===== config.mk =====
export PLATFORM = sky130hd
export DESIGN_NAME = alu_mul_seq
export DESIGN_NICKNAME = d
export VERILOG_FILES = /design/src/rtl/alu_mul_seq.sv
export SDC_FILE = /design/constraint.sdc
export NUM_CORES = 1
export LEC_CHECK = 0
export ABC_AREA = 1
export CAP_MARGIN = 20
export CORE_MARGIN = 2
export CORE_UTILIZATION = 45
export DETAILED_ROUTE_END_ITERATION = 10
export GPL_TIMING_DRIVEN = 0
export PLACE_DENSITY = 0.83
export SYNTH_ARGS = -nofsm -noshare
export SYNTH_HDL_FRONTEND = slang
export SYNTH_SLANG_ARGS = --single-unit

===== constraint.sdc =====
create_clock -name i_clk -period 1.55 [get_ports i_clk]
set_input_delay 0.2325 -clock i_clk [delete_from_list [all_inputs] [get_ports i_clk]]
set_output_delay 0.2325 -clock i_clk [all_outputs]
set_load 0.005 [all_outputs]

===== src/rtl/alu_mul_seq.sv =====
// Sequential 8x8 unsigned multiply (low byte) built from the shared ALU's ADD and SHIFT ops.
// Optional MUL_EARLY_EXIT_EN: finish as soon as the remaining multiplier bits are all zero.
module alu_mul_seq #(
   parameter int unsigned WIDTH = 8
) (
   input  logic             i_clk,
   input  logic             i_reset,
   input  logic             i_start,
   input  logic             i_abort,
   input  logic [WIDTH-1:0] i_a,
   input  logic [WIDTH-1:0] i_b,
   output logic             o_busy,
   output logic             o_done,
   output logic [WIDTH-1:0] o_result,
   output logic [WIDTH-1:0] o_aluA,
   output logic [WIDTH-1:0] o_aluB,
   output logic [1:0]       o_aluOp,
   output logic             o_aluSubShiftDir,
   output logic             o_aluWr,
   output logic             o_aluNoe,
   input  logic [WIDTH-1:0] i_aluY
);

   localparam int unsigned CNT_W    = 3;
   localparam logic [CNT_W-1:0] CNT_LAST = CNT_W'(7);
   localparam logic [1:0]  OP_ADD   = 2'b00;
   localparam logic [1:0]  OP_SHIFT = 2'b11;

   typedef enum logic [2:0] {
      S_IDLE,
      S_TEST,
      S_ADD_EX,
      S_ADD_RD,
      S_SHL_EX,
      S_SHL_RD,
      S_DONE
   } state_t;

   state_t             state_q, state_d;
   logic [WIDTH-1:0]   acc_q, acc_d;
   logic [WIDTH-1:0]   mcand_q, mcand_d;
   logic [WIDTH-1:0]   mplr_q, mplr_d;
   logic [CNT_W-1:0]   cnt_q, cnt_d;
   logic [WIDTH-1:0]   result_q, result_d;
   logic               busy_q, busy_d;
   logic               done_q, done_d;
   logic [WIDTH-1:0]   alu_a_q, alu_a_d;
   logic [WIDTH-1:0]   alu_b_q, alu_b_d;
   logic [1:0]         alu_op_q, alu_op_d;
   logic               alu_dir_q, alu_dir_d;
   logic               alu_wr_q, alu_wr_d;
   logic               alu_noe_q, alu_noe_d;

   always_ff @(posedge i_clk) begin
      if (i_reset) begin
         state_q   <= S_IDLE;
         acc_q     <= '0;
         mcand_q   <= '0;
         mplr_q    <= '0;
         cnt_q     <= '0;
         result_q  <= '0;
         busy_q    <= 1'b0;
         done_q    <= 1'b0;
         alu_a_q   <= '0;
         alu_b_q   <= '0;
         alu_op_q  <= OP_ADD;
         alu_dir_q <= 1'b0;
         alu_wr_q  <= 1'b0;
         alu_noe_q <= 1'b1;
      end else begin
         state_q   <= state_d;
         acc_q     <= acc_d;
         mcand_q   <= mcand_d;
         mplr_q    <= mplr_d;
         cnt_q     <= cnt_d;
         result_q  <= result_d;
         busy_q    <= busy_d;
         done_q    <= done_d;
         alu_a_q   <= alu_a_d;
         alu_b_q   <= alu_b_d;
         alu_op_q  <= alu_op_d;
         alu_dir_q <= alu_dir_d;
         alu_wr_q  <= alu_wr_d;
         alu_noe_q <= alu_noe_d;
      end
   end

   // Next state and datapath; outputs are registered from the state being entered.
   always_comb begin
      state_d   = state_q;
      acc_d     = acc_q;
      mcand_d   = mcand_q;
      mplr_d    = mplr_q;
      cnt_d     = cnt_q;
      result_d  = result_q;
      alu_a_d   = alu_a_q;
      alu_b_d   = alu_b_q;
      alu_op_d  = alu_op_q;
      alu_dir_d = alu_dir_q;

      case (state_q)
         S_IDLE: begin
            if (i_start && !i_abort) begin
               acc_d   = '0;
               mcand_d = i_a;
               mplr_d  = i_b;
               cnt_d   = '0;
               state_d = S_TEST;
            end
         end
         S_TEST: begin
`ifdef MUL_EARLY_EXIT_EN
            if (mplr_q == '0)
               state_d = S_DONE;
            else
`endif
            if (mplr_q[0])
               state_d = S_ADD_EX;
            else if (cnt_q == CNT_LAST)
               state_d = S_DONE;
            else
               state_d = S_SHL_EX;
         end
         S_ADD_EX: state_d = S_ADD_RD;
         S_ADD_RD: begin
            acc_d   = i_aluY;
            state_d = (cnt_q == CNT_LAST) ? S_DONE : S_SHL_EX;
         end
         S_SHL_EX: state_d = S_SHL_RD;
         S_SHL_RD: begin
            mcand_d = i_aluY;
            mplr_d  = mplr_q >> 1;
            cnt_d   = cnt_q + CNT_W'(1);
            state_d = S_TEST;
         end
         S_DONE: begin
            result_d = acc_q;
            state_d  = S_IDLE;
         end
         default: state_d = S_IDLE;
      endcase

      if (i_abort)
         state_d = S_IDLE;

      // Registered control for the state about to be entered.
      busy_d    = (state_d != S_IDLE);
      done_d    = (state_d == S_DONE);
      alu_wr_d  = (state_d == S_ADD_EX) || (state_d == S_SHL_EX);
      alu_noe_d = !((state_d == S_ADD_RD) || (state_d == S_SHL_RD));

      if (state_d == S_ADD_EX) begin
         alu_a_d   = acc_d;
         alu_b_d   = mcand_d;
         alu_op_d  = OP_ADD;
         alu_dir_d = 1'b0;
      end else if (state_d == S_SHL_EX) begin
         alu_a_d   = mcand_d;
         alu_b_d   = WIDTH'(1);
         alu_op_d  = OP_SHIFT;
         alu_dir_d = 1'b1;
      end
   end

   assign o_busy           = busy_q;
   assign o_done           = done_q;
   assign o_result         = result_q;
   assign o_aluA           = alu_a_q;
   assign o_aluB           = alu_b_q;
   assign o_aluOp          = alu_op_q;
   assign o_aluSubShiftDir = alu_dir_q;
   assign o_aluWr          = alu_wr_q;
   assign o_aluNoe         = alu_noe_q;

endmodule


==> flow_metrics.py <==
metrics = {
    "status": {
        "status": "finished with violations",
        "violations": "negative setup slack",
    },
    "logic_synthesis": {
        "yosysWarnings": 0,
        "syn_nets": 392,
        "synthFlopType": "dfxtp_1",
        "post_synth_num_cell_types": 29,
        "syn_inst": 362,
        "ys_async_sr_fraction_pct": 0,
        "ys_ff_latch": 59,
        "netlist_area_mm2": 0.00263,
        "synth-seq-area-share_pct": 44.8,
        "synth_area_per_cell_um2": 7.28,
        "synth_edf_count": 0,
    },
    "setup_path": {
        "cp-start-kind": "flip-flop",
        "cp-startpoint": "state_q[0]",
        "rrSetupSlack_ns": -0.20,
        "worst_setup_path_end_kind": "flip-flop",
        "r2r_end": "o_aluA[4]",
        "worst-path-max-fanout": 10,
        "rr_startpoint": "state_q[0]",
        "reg2reg_depth": 10,
        "critical_path_class": "flip-flop to flip-flop",
        "worstPathRequired_ns": 1.78,
        "cp_data_arrival_time_ns": 1.98,
    },
    "routing": {
        "ant_nets": 0,
        "wl_per_cell_um": 13.6,
        "drtIter0Drc": 193,
        "firstDrtPassIters": 5,
        "routed_wl_mm": 7.06,
        "vias": 2680,
        "via_per_inst": 5.18,
        "drcViolationCount": 0,
    },
    "global_routing": {
        "first_global_vias": 2538,
        "grt_usage_pct": 22.9,
        "grt_max_degree": 16,
        "grt_first_pass_wirelength_mm": 11.3,
        "antenna_found_initial": 0,
        "grt_overflow": 0,
    },
    "floorplanning": {
        "die_w_um": 80.5,
        "coreArea_mm2": 0.00557,
        "initial_core_util_pct": 47.3,
        "placementRows": 27,
        "die_h_um": 80.5,
        "pin_count": 59,
        "dieArea_mm2": 0.00648,
    },
    "timing": {
        "slew_headroom_pct": 66.3,
        "setup_slack_ns": -0.197,
        "max_slew.worst_pin.slew_ns": 0.505,
        "max_freq_mhz": 572,
        "final.period_utilization_pct": 113,
        "finalCriticalPeriod_ns": 1.75,
        "hold_violations": 0,
        "timing.final.max_slew_violations": 0,
        "rsz0062_at_grt": "yes",
        "finClkSkew_ns": 0.0136,
        "finalSetupViolCount": 18,
    },
    "placement": {
        "portBuffers": 58,
        "gp_congestion": 0.820,
        "dp_hpwl_mm": 4.79,
        "placed_cell_area_mm2": 0.00334,
    },
    "power": {
        "p_leak_nw": 1.74,
        "powerDensity_mw_per_mm2": 922,
        "vdd_drop_max_mv": 0.616,
        "power_w": 0.00345,
    },
    "min_path": {
        "hold_start": "i_b[7]",
        "hp-class": "primary input to flip-flop",
        "min_delay_path_depth": 3,
        "hold_path_end": "mplr_q[7]",
    },
    "final_layout": {
        "multi_input_area_mm2": 0.00134,
        "areaGrowthSynthToFinish_pct": 42.2,
        "drive_above_1_share_pct": 17.3,
        "antenna_cells": 0,
        "final_area_mm2": 0.00375,
        "seq_area_mm2": 0.00119,
        "fillers": 450,
        "fin_nets": 471,
    },
    "cts": {
        "cts_buffers": 9,
        "cts-htree-levels": 3,
        "clock_latency_ns": 0.35,
        "postCtsHoldBufs": 0,
        "cts.sinks": 59,
        "clock_path_buffers": 2,
        "cts_tree": "built",
        "cts.clk_slew.worst_paths_ns": 0.07,
        "clock-root-buffer": "clkbuf_8",
    },
    "job": {
        "cap_violations": 0,
    },
}
==> what timing repair did <==
item | 4_1_cts | 5_1_grt
pin swaps | 11 | 5
gates cloned | 2 | 0
resized for setup | 20 | 15
buffers inserted | 6 | 3
setup endpoints to repair | 38 | 40
==> critical path, cell delays in order (launching register included) <==
cell,delay (ns)
dfxtp_1,0.31
buf_6,0.14
o21ai_0,0.22
nand2_1,0.16
nand2_4,0.13
nand2_4,0.08
nor2_4,0.14
nand2_4,0.11
buf_6,0.17
nand4_1,0.09
nand3_1,0.09
==> synthesized netlist by cell type (all sizes together), types with 5 or more instances <==
cell type | n | share of area, %
a21oi | 6 | 1.1
nand2 | 125 | 20
dfxtp | 59 | 45
nand4 | 6 | 1.4
a31oi | 8 | 1.9
o21ai | 24 | 4.8
nand3 | 27 | 5.1
inv | 39 | 5.6
o22ai | 5 | 1.2
clkbuf | 5 | 0.71
buf | 9 | 2.5
nor2 | 40 | 8.4
==> cell usage in the layout, fill, tap and decap left out, types with 2 or more instances in the layout <==
| cell | instances |
|---|---|
| a21boi_1 | 2 |
| a21oi_1 | 6 |
| a31oi_1 | 8 |
| buf_2 | 3 |
| buf_4 | 12 |
| buf_6 | 3 |
| bufinv_16 | 2 |
| clkbuf_1 | 3 |
| clkbuf_2 | 2 |
| clkbuf_8 | 11 |
| clkdlybuf4s50_1 | 56 |
| dfxtp_1 | 55 |
| dfxtp_2 | 3 |
| dlymetal6s2s_1 | 2 |
| ha_4 | 2 |
| inv_1 | 31 |
| inv_2 | 4 |
| inv_4 | 3 |
| nand2_1 | 113 |
| nand2_2 | 4 |
| nand2_4 | 7 |
| nand2_8 | 2 |
| nand3_1 | 26 |
| nand4_1 | 6 |
| nor2_1 | 30 |
| nor2_2 | 2 |
| nor2_4 | 6 |
| nor2_8 | 2 |
| o21ai_0 | 19 |
| o21ai_1 | 3 |
| o22ai_1 | 4 |
| or2_1 | 2 |
==> metrics by stage <==
stage	setup TNS, ns	setup slack, ns	util [%]	cells	hold WS, ns
after floorplan	0	0.00693	-	362	0.313
after global placement	-18.55	-0.552	59.8	492	0.449
after detailed placement	-20.53	-0.607	59.8	492	0.455
after CTS	-1.07	-0.101	66.0	514	0.438
after global routing	-3.30	-0.243	67.2	517	0.464
final	-2.26	-0.197	67.2	517	0.440
==> state kept, by name, summed over array words and instances, names as in the netlist, 3 cells and up <==
register	flops
o_aluA	8
mplr_q	8
o_result	8
mcand_q	8
o_aluB	8
cnt_q	3
acc_q	8
state_q	3
==> kinds of logic (layout without fill, tap and decap cells) <==
logic type | after synthesis | after routing | synth area share [%]
AND/OR/NAND/NOR | 202 | 203 | 35.5
AO/OA/AOI/OAI | 46 | 46 | 9.93
buffers and inverters | 53 | 135 | 8.79
adder cells (fa/ha/maj) | 2 | 2 | 0.950
flip-flops | 59 | 59 | 44.8
==> layout make-up <==
type | count | share of cell area (%)
inverter | 39 | 4.24
clock inverter | 4 | 1.97
tap | 72 | 2.40
clock buffer | 11 | 4.04
multi-input combinational | 251 | 35.7
timing repair buffer | 68 | 17.6
sequential | 59 | 31.7
buffer | 13 | 2.34
==> layer usage <==
metal	GRT usage, %	wire length (µm)	vias to the layer above
met4	10.8	138	0
li1	-	-	1314
met1	27.7	3050	1228
met5	0	0	-
met2	37.8	3340	122
met3	6.18	526	16
==> power by group <==
part / switching [W] / internal (W) / total (W)
combinational: 0.000168 / 0.000139 / 0.000307
sequential: 0.0000145 / 0.00155 / 0.00156
clock: 0.000600 / 0.000983 / 0.00158
==> how the worst max path moves through the flow <==
stage / end / slack, ns / cells past startpoint
after floorplan: o_aluA[4] / 0.007 / 12
after global placement: o_aluA[5] / -0.55 / 10
after detailed placement: o_aluA[6] / -0.61 / 10
after CTS: o_aluA[4] / -0.10 / 12
after global routing: o_aluA[4] / -0.24 / 10
final: o_aluA[4] / -0.20 / 10
Power figures use the tool's default switching activity.
